<file path="src/rtl/piso_shifter_if.sv">
// Handshake and data bundle between a parallel source / serial sink and piso_shifter.
// The master drives load/enable/data; the slave (the shifter) drives the serial and status outputs.
interface piso_if #(
  parameter int WIDTH = 8
);
  logic             en_n;
  logic             ld;
  logic [WIDTH-1:0] din;
  logic             si;
  logic             so;
  logic             so_n;
  logic             busy;
  logic             done;
  logic [WIDTH-1:0] dout;

  modport master (
    output en_n, ld, din, si,
    input  so, so_n, busy, done, dout
  );

  modport slave (
    input  en_n, ld, din, si,
    output so, so_n, busy, done, dout
  );
endinterface

</file>
<file path="src/rtl/piso_shifter.sv">
// Parallel-in/serial-out shifter with load/busy/done handshake, stall and serial capture.
// Define PISO_CONTINUOUS_EN to let a load on the final-shift edge reload for gapless streaming.
module piso_shifter #(
  parameter int WIDTH     = 8,
  parameter bit MSB_FIRST = 1'b1
) (
  input  logic   ck,
  input  logic   rst_n,
  piso_if.slave  bus
);

  localparam int CW = $clog2(WIDTH + 1);

  typedef enum logic {IDLE, SHIFT} state_t;

  state_t           state_q, state_d;
  logic [WIDTH-1:0] dat_q, dat_d;
  logic [CW-1:0]    cnt_q, cnt_d;
  logic             so_q, so_d;
  logic             done_q, done_d;

  logic             out_bit;
  logic [WIDTH-1:0] shifted;

  // The outgoing end and the end si enters are fixed by bit order.
  always_comb begin
    if (MSB_FIRST) begin
      out_bit = dat_q[WIDTH-1];
      shifted = {dat_q[WIDTH-2:0], bus.si};
    end else begin
      out_bit = dat_q[0];
      shifted = {bus.si, dat_q[WIDTH-1:1]};
    end
  end

  always_comb begin
    state_d = state_q;
    dat_d   = dat_q;
    cnt_d   = cnt_q;
    so_d    = so_q;
    done_d  = 1'b0;
    case (state_q)
      IDLE: begin
        if (bus.ld) begin
          dat_d   = bus.din;
          cnt_d   = CW'(WIDTH);
          state_d = SHIFT;
        end
      end
      SHIFT: begin
        if (!bus.en_n) begin
          so_d  = out_bit;
          dat_d = shifted;
          cnt_d = cnt_q - 1'b1;
          if (cnt_q == CW'(1)) begin
            done_d  = 1'b1;
            state_d = IDLE;
`ifdef PISO_CONTINUOUS_EN
            if (bus.ld) begin
              dat_d   = bus.din;
              cnt_d   = CW'(WIDTH);
              state_d = SHIFT;
            end
`endif
          end
        end
      end
      default: state_d = IDLE;
    endcase
  end

  always_ff @(posedge ck) begin
    if (!rst_n) begin
      state_q <= IDLE;
      dat_q   <= '0;
      cnt_q   <= '0;
      so_q    <= 1'b0;
      done_q  <= 1'b0;
    end else begin
      state_q <= state_d;
      dat_q   <= dat_d;
      cnt_q   <= cnt_d;
      so_q    <= so_d;
      done_q  <= done_d;
    end
  end

  assign bus.so   = so_q;
  assign bus.so_n = ~so_q;
  assign bus.busy = (state_q == SHIFT);
  assign bus.done = done_q;
  assign bus.dout = dat_q;

endmodule

</file>
<file path="src/flat_wrapper.sv">
// flat-port wrapper written by rule: the top's interface ports become plain ports
module piso_shifter_flat 
#(
  parameter int WIDTH     = 8,
  parameter bit MSB_FIRST = 1'b1
)
  (ck, rst_n, bus_en_n, bus_ld, bus_din, bus_si, bus_so, bus_so_n, bus_busy, bus_done, bus_dout);
  piso_if #(.WIDTH(WIDTH)) bus_i ();
  input  logic ck;
  input  logic rst_n;
  input wire logic [$bits(bus_i.en_n)-1:0] bus_en_n;
  input wire logic [$bits(bus_i.ld)-1:0] bus_ld;
  input wire logic [$bits(bus_i.din)-1:0] bus_din;
  input wire logic [$bits(bus_i.si)-1:0] bus_si;
  output wire logic [$bits(bus_i.so)-1:0] bus_so;
  output wire logic [$bits(bus_i.so_n)-1:0] bus_so_n;
  output wire logic [$bits(bus_i.busy)-1:0] bus_busy;
  output wire logic [$bits(bus_i.done)-1:0] bus_done;
  output wire logic [$bits(bus_i.dout)-1:0] bus_dout;
  assign bus_i.en_n = bus_en_n;
  assign bus_i.ld = bus_ld;
  assign bus_i.din = bus_din;
  assign bus_i.si = bus_si;
  assign bus_so = bus_i.so;
  assign bus_so_n = bus_i.so_n;
  assign bus_busy = bus_i.busy;
  assign bus_done = bus_i.done;
  assign bus_dout = bus_i.dout;
  piso_shifter #(.WIDTH(WIDTH), .MSB_FIRST(MSB_FIRST)) u_core (.ck(ck), .rst_n(rst_n), .bus(bus_i));
endmodule
</file>
<file path="config.mk">
export PLATFORM = sky130hd
export DESIGN_NAME = piso_shifter_flat
export DESIGN_NICKNAME = d
export VERILOG_FILES = /design/src/rtl/piso_shifter_if.sv /design/src/rtl/piso_shifter.sv /design/src/flat_wrapper.sv
export SDC_FILE = /design/constraint.sdc
export NUM_CORES = 1
export LEC_CHECK = 0
export CORE_AREA = 2 2 43 45
export DETAILED_ROUTE_END_ITERATION = 8
export DIE_AREA = 0 0 45 47
export MAX_ROUTING_LAYER = met4
export PLACE_DENSITY = 0.76
export SYNTH_ARGS = -nofsm -noshare
export SYNTH_HDL_FRONTEND = slang
export SYNTH_SLANG_ARGS = --single-unit
</file>
<file path="constraint.sdc">
create_clock -name ck -period 2.42 [get_ports ck]
set_input_delay 0.726 -clock ck [delete_from_list [all_inputs] [get_ports ck]]
set_output_delay 0.726 -clock ck [all_outputs]
set_load 0.01 [all_outputs]
</file>
==> results of run 1 <==
[synthesized netlist by cell type (2+ instances only)]
library cell	count	area share [%]
ha_1	2	3.4
buf_2	3	2.0
nor3_1	9	6.1
inv_1	6	3.0
nor2_1	4	2.0
a311oi_1	2	2.4
dfxtp_1	15	41
mux2i_1	9	12
nor2b_1	2	1.7
a211oi_2	9	15
[flip-flops by register name, indices dropped and copies added, names as in the netlist]
register	count
u_core.cnt_q	4
u_core.bus.so	1
u_core.bus.done	1
u_core.bus.dout	8
u_core.bus.busy	1
[path summary, 6_finish.rpt]
check / start / slack, ns / end
min: u_core.cnt_q[3] / 0.48 / u_core.cnt_q[3]
max: bus_en_n / 0.46 / u_core.cnt_q[0]
max reg2reg: u_core.bus.busy / 0.98 / u_core.cnt_q[0]
min reg2reg: u_core.cnt_q[3] / 0.48 / u_core.cnt_q[3]
[power breakdown]
part	switching, mW	total, mW	internal (mW)
clock	0.0785	0.142	0.0639
combinational	0.0679	0.151	0.0830
sequential	0.0163	0.284	0.267
total	0.163	0.577	0.414
[cell families after synthesis]
group           Yosys count  synth area share, %
flops                    15                 40.5
mux                       9                 12.2
fa+ha+maj                 2                 3.38
simple gates             21                 14.9
compound gates           16                 22.0
buf+inv                  11                 7.09
[worst register-to-register path: cells and delay by family, from the launching register on]
| kind | cells | cell delay (ns) |
|---|---|---|
| AND/OR/NAND/NOR | 2 | 0.60 |
| flip-flops | 1 | 0.31 |
| AO/OA/AOI/OAI | 1 | 0.27 |
| buffers and inverters | 1 | 0.20 |
[metrics by stage]
stage	util, %	instances
after floorplan	-	74
after global placement	60.2	113
after detailed placement	60.2	113
after CTS	61.8	117
after global routing	61.8	117
final	61.8	117
[cell usage in the layout, fill, tap and decap left out, types with 2 or more instances in the layout]
master / n
ha_1: 2
a211oi_2: 9
mux2i_1: 9
nor2_1: 4
clkdlybuf4s50_1: 24
nor3_1: 9
dfxtp_1: 15
nor2b_1: 2
inv_1: 6
buf_4: 3
a311oi_1: 2
clkbuf_4: 3
[final cells by class]
type                            count  area (µm²)  share of cell area, %
Multi-Input combinational cell     48         388                   38.0
Sequential cell                    15         300                   29.4
Timing Repair Buffer               27         263                   25.7
Clock buffer                        4        26.3                   2.57
Inverter                            6        22.5                   2.21
Tap cell                           17        21.3                   2.08
[layer usage]
layer | up-vias | global-route usage, % | share of wire (%) | wire length, µm
met3 | 4 | 1.54 | 3.6 | 56
li1 | 319 | - | - | -
met4 | 0 | 12.4 | 1.8 | 29
met1 | 304 | 18.0 | 45 | 706
met2 | 15 | 28.9 | 50 | 784
met5 | - | - | 0 | 0
==> results.sh, run 1 <==
export IMPL_outcome="finished, final reports clean"
export IMPL_tritoncts="done"
export IMPL_ctsResizeCount=0
export IMPL_gp_congestion=0.767
export IMPL_critPathLaunchType="input port"
export IMPL_die_area_um2=2120
export IMPL_holdWs_ns=0.484
export IMPL_synth_edf_count=0
export IMPL_yosysWarnings=0
export IMPL_fin_crit_ns=1.96
export IMPL_die_w_um=45
export IMPL_reg2reg_depth=4
export IMPL_worstPathRequired_ns=2.63
export IMPL_report_final_slew_viol_count=0
export IMPL_cts_clk_slew_worst_paths_ns=0.09
export IMPL_post_cts_buffers=0
export IMPL_critPathMaxStageDelay_ns=0.55
export IMPL_synthCells=74
export IMPL_place_ws_ns=0.173
export IMPL_wl_per_cell_um=13.5
export IMPL_critPathTopFamily="simple AND/OR/NAND/NOR gates"
export IMPL_crit_fanout=9
export IMPL_vdd_drop_max_uv=399
export IMPL_leakagePower_nw=0.387
export IMPL_clock_sinks=15
export IMPL_clock_root_buffer="clkbuf_4"
export IMPL_grt_pass1_wl_um=2460
export IMPL_setup_tns_ns=0
export IMPL_power_uw=577
export IMPL_arrival_ns=2.17
export IMPL_cp_depth=4
export IMPL_ant_nets=0
export IMPL_critPathKind="in2reg"
export IMPL_htree_levels=1
export IMPL_grt_overflow=0
export IMPL_antenna_found_initial=0
export IMPL_ys_seq_area_share_pct=40.5
export IMPL_power_density_nw_per_um2=565
export IMPL_synth_cell_types=23
export IMPL_synth_fp_nets=89
export IMPL_grt_max_degree=16
export IMPL_avgSynthCellArea_um2=10.0
export IMPL_clock_skew_ns=0.00590
export IMPL_diodes=0
export IMPL_die_y_um=47
export IMPL_post_route_period_util_pct=80.9
export IMPL_drt_iter0_markers=3
export IMPL_worstMarginPinSlew_ns=0.553
export IMPL_fmax_mhz=511
export IMPL_drive_gt1_share_pct=16.0
export IMPL_hpwlAfterDp_um=1170
export IMPL_routed_wirelength_um=1580
export IMPL_rsz0062_at_grt="no"
export IMPL_num_fill_cells=150
export IMPL_drc_errors=0
export IMPL_portBuffers=24
export IMPL_io_pins=25
export IMPL_cts_buffers=3
export IMPL_nets=116
export IMPL_initial_utilization_pct=44.8
export IMPL_cts_buffer_depth=2
export IMPL_hold_class="reg2reg"
export IMPL_fin_area_um2=1020
export IMPL_synthToLayoutAreaGrowth_pct=37.8
export IMPL_track_usage_pct=16.8
export IMPL_setup_viol_count_final=0
export IMPL_synth_area_um2=741
export IMPL_firstDrtPassIters=2
export IMPL_ys_flop_type="dfxtp_1"
export IMPL_path_buf_inv=1
export IMPL_hold_viol_final=0
export IMPL_row_count=15
export IMPL_hold_depth=1
export IMPL_place_area_um2=995
export IMPL_core_area_um2=1650
export IMPL_vias=642
export IMPL_grt_pass1_vias=615
export IMPL_drv_cap=0
export IMPL_clock_latency_ns=0.28
export IMPL_ys_ff_latch=15
export IMPL_path_cells="clkdlybuf4s50_1 -> and2b_1 -> or2_1 -> a211oi_2"
export IMPL_viasPerCell=5.49
export IMPL_slew_limit_headroom_pct=63.1
export IMPL_postCtsHoldBufs=0
export IMPL_cpMaxStageDelayCell="clkdlybuf4s50_1"
export IMPL_cp_end_kind="flop"
export IMPL_async_flop_share_pct=0
export IMPL_setup_ws_ns=0.461
Power figures use the tool's default switching activity.
==> run 2: changes to the inputs <==
--- a/config.mk
+++ b/config.mk
@@ -5,11 +5,11 @@
 export SDC_FILE = /design/constraint.sdc
 export NUM_CORES = 1
 export LEC_CHECK = 0
-export CORE_AREA = 2 2 43 45
+export CORE_AREA = 2 2 47 49
 export DETAILED_ROUTE_END_ITERATION = 8
-export DIE_AREA = 0 0 45 47
+export DIE_AREA = 0 0 49 51
 export MAX_ROUTING_LAYER = met4
-export PLACE_DENSITY = 0.76
+export PLACE_DENSITY = 0.67
 export SYNTH_ARGS = -nofsm -noshare
 export SYNTH_HDL_FRONTEND = slang
 export SYNTH_SLANG_ARGS = --single-unit
==> constraint.sdc (replaced) <==
create_clock -name ck -period 1.7 [get_ports ck]
set_input_delay 0.51 -clock ck [delete_from_list [all_inputs] [get_ports ck]]
set_output_delay 0.51 -clock ck [all_outputs]
set_load 0.01 [all_outputs]
==> run 2 against run 1 <==
  * Routed wire length rose by 1.5%
  * Sequential cell count did not move
  * Combinational power rose by 35%
  * Die area rose by 18%
  * Global-route usage fell by 2.0 points
  * Critical path depth did not move
  * Clock skew fell by 0.0050 ns
  * Critical endpoint unchanged
==> results.sh, run 2 (same netlist as run 1, synthesis figures left out) <==
export IMPL_outcome="finished, final reports clean"
export IMPL_drt_iter0_markers=13
export IMPL_routed_wirelength_um=1600
export IMPL_vdd_drop_max_uv=464
export IMPL_cts_buffer_depth=2
export IMPL_report_final_slew_viol_count=0
export IMPL_power_density_nw_per_um2=773
export IMPL_worstMarginPinSlew_ns=0.569
export IMPL_track_usage_pct=14.8
export IMPL_final_cell_mix="dfxtp_1, clkdlybuf4s50_1, dlygate4sd2_1"
export IMPL_drc_errors=0
export IMPL_timing_rr_start="u_core.bus.busy"
export IMPL_critPathLaunchType="input port"
export IMPL_clock_sinks=15
export IMPL_fin_crit_ns=1.63
export IMPL_fmax_mhz=613
export IMPL_drive_gt1_share_pct=19.4
export IMPL_leakagePower_nw=0.444
export IMPL_layout_commonest_cell="dfxtp_1"
export IMPL_post_cts_buffers=0
export IMPL_antenna_found_initial=0
export IMPL_fin_util_pct=50.8
export IMPL_ff_latch_area_um2=300
export IMPL_die_w_um=49
export IMPL_holdWs_ns=0.498
export IMPL_htree_levels=1
export IMPL_synthToLayoutAreaGrowth_pct=41.4
export IMPL_viasPerCell=4.94
export IMPL_nets=119
export IMPL_core_area_um2=2060
export IMPL_rsz0062_at_grt="no"
export IMPL_final_cells=131
export IMPL_wl_per_cell_um=12.2
export IMPL_cts_clk_slew_worst_paths_ns=0.09
export IMPL_firstDrtPassIters=4
export IMPL_grt_pass1_wl_um=2740
export IMPL_cts_buffers=3
export IMPL_startpoint="bus_en_n"
export IMPL_tritoncts="done"
export IMPL_die_area_um2=2500
export IMPL_place_area_um2=1030
export IMPL_hold_viol_final=0
export IMPL_grt_pass1_vias=603
export IMPL_io_pins=25
export IMPL_arrival_ns=1.83
export IMPL_drv_cap=0
export IMPL_grt_overflow=0
export IMPL_postCtsHoldBufs=0
export IMPL_diodes=0
export IMPL_grt_max_degree=14
export IMPL_portBuffers=24
export IMPL_num_fill_cells=215
export IMPL_initial_utilization_pct=35.9
export IMPL_place_inst=127
export IMPL_fin_area_um2=1050
export IMPL_place_ws_ns=-0.244
export IMPL_clock_latency_ns=0.28
export IMPL_largest_reg_flops=8
export IMPL_vias=647
export IMPL_post_route_period_util_pct=96.0
export IMPL_hp_start="u_core.cnt_q[3]"
export IMPL_setup_viol_count_final=0
export IMPL_ant_nets=0
export IMPL_clock_skew_ns=0.000899
export IMPL_multiInputGateArea_um2=388
export IMPL_clock_root_buffer="clkbuf_4"
export IMPL_critPathKind="in2reg"
export IMPL_die_y_um=51
export IMPL_setup_ws_ns=0.0676
export IMPL_hold_class="reg2reg"
export IMPL_hpwlAfterDp_um=1190
export IMPL_slew_limit_headroom_pct=62.0
export IMPL_worstPathRequired_ns=1.90
export IMPL_cp_end_kind="flop"
export IMPL_row_count=17
export IMPL_crit_fanout=9
export IMPL_gp_congestion=0.759
==> run 2: cell types whose count changed in the layout (fill, tap and decap cells not counted) <==
| cell | delta |
|---|---|
| buf_4 | +3 |
| clkdlybuf4s50_1 | -11 |
| dlygate4sd2_1 | +10 |
| dlymetal6s2s_1 | +1 |
| or2_1 | -1 |
| or2_2 | +1 |
==> run 2: final timing paths <==
path	cells after the start	to	slack, ns
setup / recovery	4	u_core.cnt_q[0]	0.07
hold / removal	1	u_core.cnt_q[3]	0.50
setup reg to reg	4	u_core.cnt_q[0]	0.32
hold reg to reg	1	u_core.cnt_q[3]	0.50
==> run 2: per-stage QoR <==
| step | power, mW | setup TNS (ns) |
|---|---|---|
| floorplan | 0.535 | 0 |
| global placement | 0.628 | -1.91 |
| detailed placement | 0.633 | -2.21 |
| CTS | 0.825 | 0 |
| global route | 0.860 | 0 |
| finish | 0.810 | 0 |
==> run 2: repair_timing <==
| item | CTS | global route |
|---|---|---|
| setup endpoints to repair | 10 | 3 |
| hold endpoints to repair | 0 | 0 |
| pin swaps | 0 | 0 |
| resized for setup | 10 | 2 |
==> run 2: where the power goes <==
| part | switching, mW | total (mW) | internal [mW] |
|---|---|---|---|
| clock | 0.110 | 0.201 | 0.0909 |
| combinational | 0.0963 | 0.204 | 0.108 |
| sequential | 0.0235 | 0.404 | 0.380 |
==> run 2: final cells by class <==
type / count / area share [%]
multi-input cells: 48 / 37.0
well taps: 28 / 3.35
flip-flops and latches: 15 / 28.7
repair buffers: 30 / 26.3
inverters: 6 / 2.15
clock buffers: 4 / 2.51
==> run 2: worst max-delay path, stage by stage <==
cell and delay [ns]:
clkdlybuf4s50_1 0.47, and2b_1 0.19, or2_2 0.42, a211oi_2 0.24
==> run 2: per-layer routing <==
metal | vias up | part of all wire [%] | track usage [%]
met4 | 0 | 0.88 | 4.29
met2 | 20 | 48 | 23.5
li1 | 328 | - | -
met5 | - | 0 | -
met1 | 297 | 46 | 17.9
met3 | 2 | 5.8 | 4.97
==> run 3: changes to the inputs <==
--- a/config.mk
+++ b/config.mk
@@ -6,10 +6,12 @@
 export NUM_CORES = 1
 export LEC_CHECK = 0
 export CORE_AREA = 2 2 47 49
+export CTS_CLUSTER_SIZE = 14
 export DETAILED_ROUTE_END_ITERATION = 8
 export DIE_AREA = 0 0 49 51
 export MAX_ROUTING_LAYER = met4
 export PLACE_DENSITY = 0.67
+export SKIP_CTS_REPAIR_TIMING = 1
 export SYNTH_ARGS = -nofsm -noshare
 export SYNTH_HDL_FRONTEND = slang
 export SYNTH_SLANG_ARGS = --single-unit
==> constraint.sdc (replaced) <==
create_clock -name ck -period 1.4 [get_ports ck]
set_input_delay 0.42 -clock ck [delete_from_list [all_inputs] [get_ports ck]]
set_output_delay 0.42 -clock ck [all_outputs]
set_load 0.01 [all_outputs]
==> run 3 against run 2 <==
  * Via count up 5.9%
  * Setup slack worse by 0.017 ns
  * Clock power up 22%
  * Register-to-register slack worse by 0.23 ns
  * Sequential share of layout area down 2.3 points
  * Combinational power up 36%
  * Design area up 8.8%
  * Non-clock buffer count up 3
  * Clock-buffer cell count unchanged
  * Cell count up 3.1%
  * First-iteration DRC count down 23%
  * Routed wire length up 3.4%
  * Critical path type unchanged
  * Largest cell class unchanged
  * Highest routed layer unchanged
==> results.sh, run 3 (same netlist as run 1, synthesis figures left out) <==
export IMPL_io_pins=25
export IMPL_outcome="finished, final reports clean"
export IMPL_report_final_slew_viol_count=0
export IMPL_reg2reg_depth=4
export IMPL_grt_pass1_vias=638
export IMPL_leakagePower_nw=0.601
export IMPL_wl_per_cell_um=12.3
export IMPL_drive_gt1_share_pct=25.2
export IMPL_place_ws_ns=-0.442
export IMPL_setup_ws_ns=0.0502
export IMPL_initial_utilization_pct=35.9
export IMPL_clock_sinks=15
export IMPL_hold_class="reg2reg"
export IMPL_slew_limit_headroom_pct=81.5
export IMPL_fin_util_pct=55.2
export IMPL_cts_clk_slew_worst_paths_ns=0.09
export IMPL_crit_fanout=4
export IMPL_die_area_um2=2500
export IMPL_layout_commonest_cell="dfxtp_1"
export IMPL_cpMaxStageDelayCell="clkdlybuf4s50_1"
export IMPL_vdd_drop_max_uv=553
export IMPL_diodes=0
export IMPL_multiInputGateArea_um2=412
export IMPL_clock_latency_ns=0.28
export IMPL_worstPathRequired_ns=1.60
export IMPL_tritoncts="done"
export IMPL_critPathTopFamily="simple AND/OR/NAND/NOR gates"
export IMPL_cts_buffer_depth=2
export IMPL_critPathKind="in2reg"
export IMPL_setup_tns_ns=0
export IMPL_cts_buffers=3
export IMPL_cp_end_kind="flop"
export IMPL_hpwlAfterDp_um=1190
export IMPL_gp_congestion=0.734
export IMPL_drt_iter0_markers=10
export IMPL_vias=685
export IMPL_fin_crit_ns=1.35
export IMPL_grt_max_degree=14
export IMPL_nets=123
export IMPL_arrival_ns=1.55
export IMPL_row_count=17
export IMPL_hold_depth=1
export IMPL_hold_viol_final=0
export IMPL_power_density_nw_per_um2=890
export IMPL_die_w_um=49
export IMPL_ant_nets=0
export IMPL_critPathMaxStageDelay_ns=0.41
export IMPL_num_fill_cells=194
export IMPL_ff_latch_area_um2=300
export IMPL_worstMarginPinSlew_ns=0.274
export IMPL_grt_overflow=0
export IMPL_core_area_um2=2060
export IMPL_routed_wirelength_um=1660
export IMPL_synthToLayoutAreaGrowth_pct=53.9
export IMPL_cp_depth=4
export IMPL_die_y_um=51
export IMPL_power_mw=1.01
export IMPL_antenna_found_initial=0
export IMPL_fmax_mhz=741
export IMPL_post_route_period_util_pct=96.4
export IMPL_largest_reg_flops=8
export IMPL_htree_levels=1
export IMPL_path_cells="clkdlybuf4s50_1 -> nor2b_2 -> or2_2 -> a211oi_2"
export IMPL_place_area_um2=1050
export IMPL_firstDrtPassIters=4
export IMPL_clock_skew_ns=0.00180
export IMPL_holdWs_ns=0.482
export IMPL_place_inst=130
export IMPL_final_cells=135
export IMPL_drc_errors=0
export IMPL_viasPerCell=5.07
export IMPL_drv_cap=0
export IMPL_portBuffers=24
export IMPL_ff2ff_setup_slack_ns=0.09
export IMPL_final_cell_mix="dfxtp_1, dlymetal6s2s_1, clkdlybuf4s50_1"
export IMPL_path_buf_inv=1
export IMPL_critPathLaunchType="input port"
export IMPL_track_usage_pct=14.2
export IMPL_setup_viol_count_final=0
export IMPL_grt_pass1_wl_um=2760
export IMPL_fin_area_um2=1140
export IMPL_clock_root_buffer="clkbuf_4"
run 3: cell count changes in the layout (fill, tap and decap cells not counted), moves of 2 or more:
| cell | before | now |
|---|---|---|
| dlygate4sd2_1 | 10 | 0 |
| clkdlybuf4s50_1 | 13 | 11 |
| buf_4 | 6 | 8 |
| dlymetal6s2s_1 | 1 | 13 |
run 3: area by class of cell:
class	instances	area share, %
Sequential cell	15	26.3
Tap cell	28	3.07
Clock buffer	4	2.31
Timing Repair Buffer	33	30.2
Multi-Input combinational cell	49	36.1
Inverter	6	1.98
run 3: final timing paths:
path | start | end
hold / removal | u_core.cnt_q[3] | u_core.cnt_q[3]
setup reg to reg | u_core.bus.busy | u_core.bus.dout[5]
hold reg to reg | u_core.cnt_q[3] | u_core.cnt_q[3]
setup / recovery | bus_ld | u_core.bus.dout[5]
run 3: per-layer routing:
metal	up-vias	wire, µm	global-route usage [%]
li1	336	-	-
met1	323	728	18.2
met2	22	812	22.6
met3	4	90	4.09
met4	0	24	2.86
met5	-	0	-
run 3: report_power, final:
part,internal (mW),switching (mW)
logic,0.155,0.122
clock network,0.110,0.134
registers,0.462,0.0305
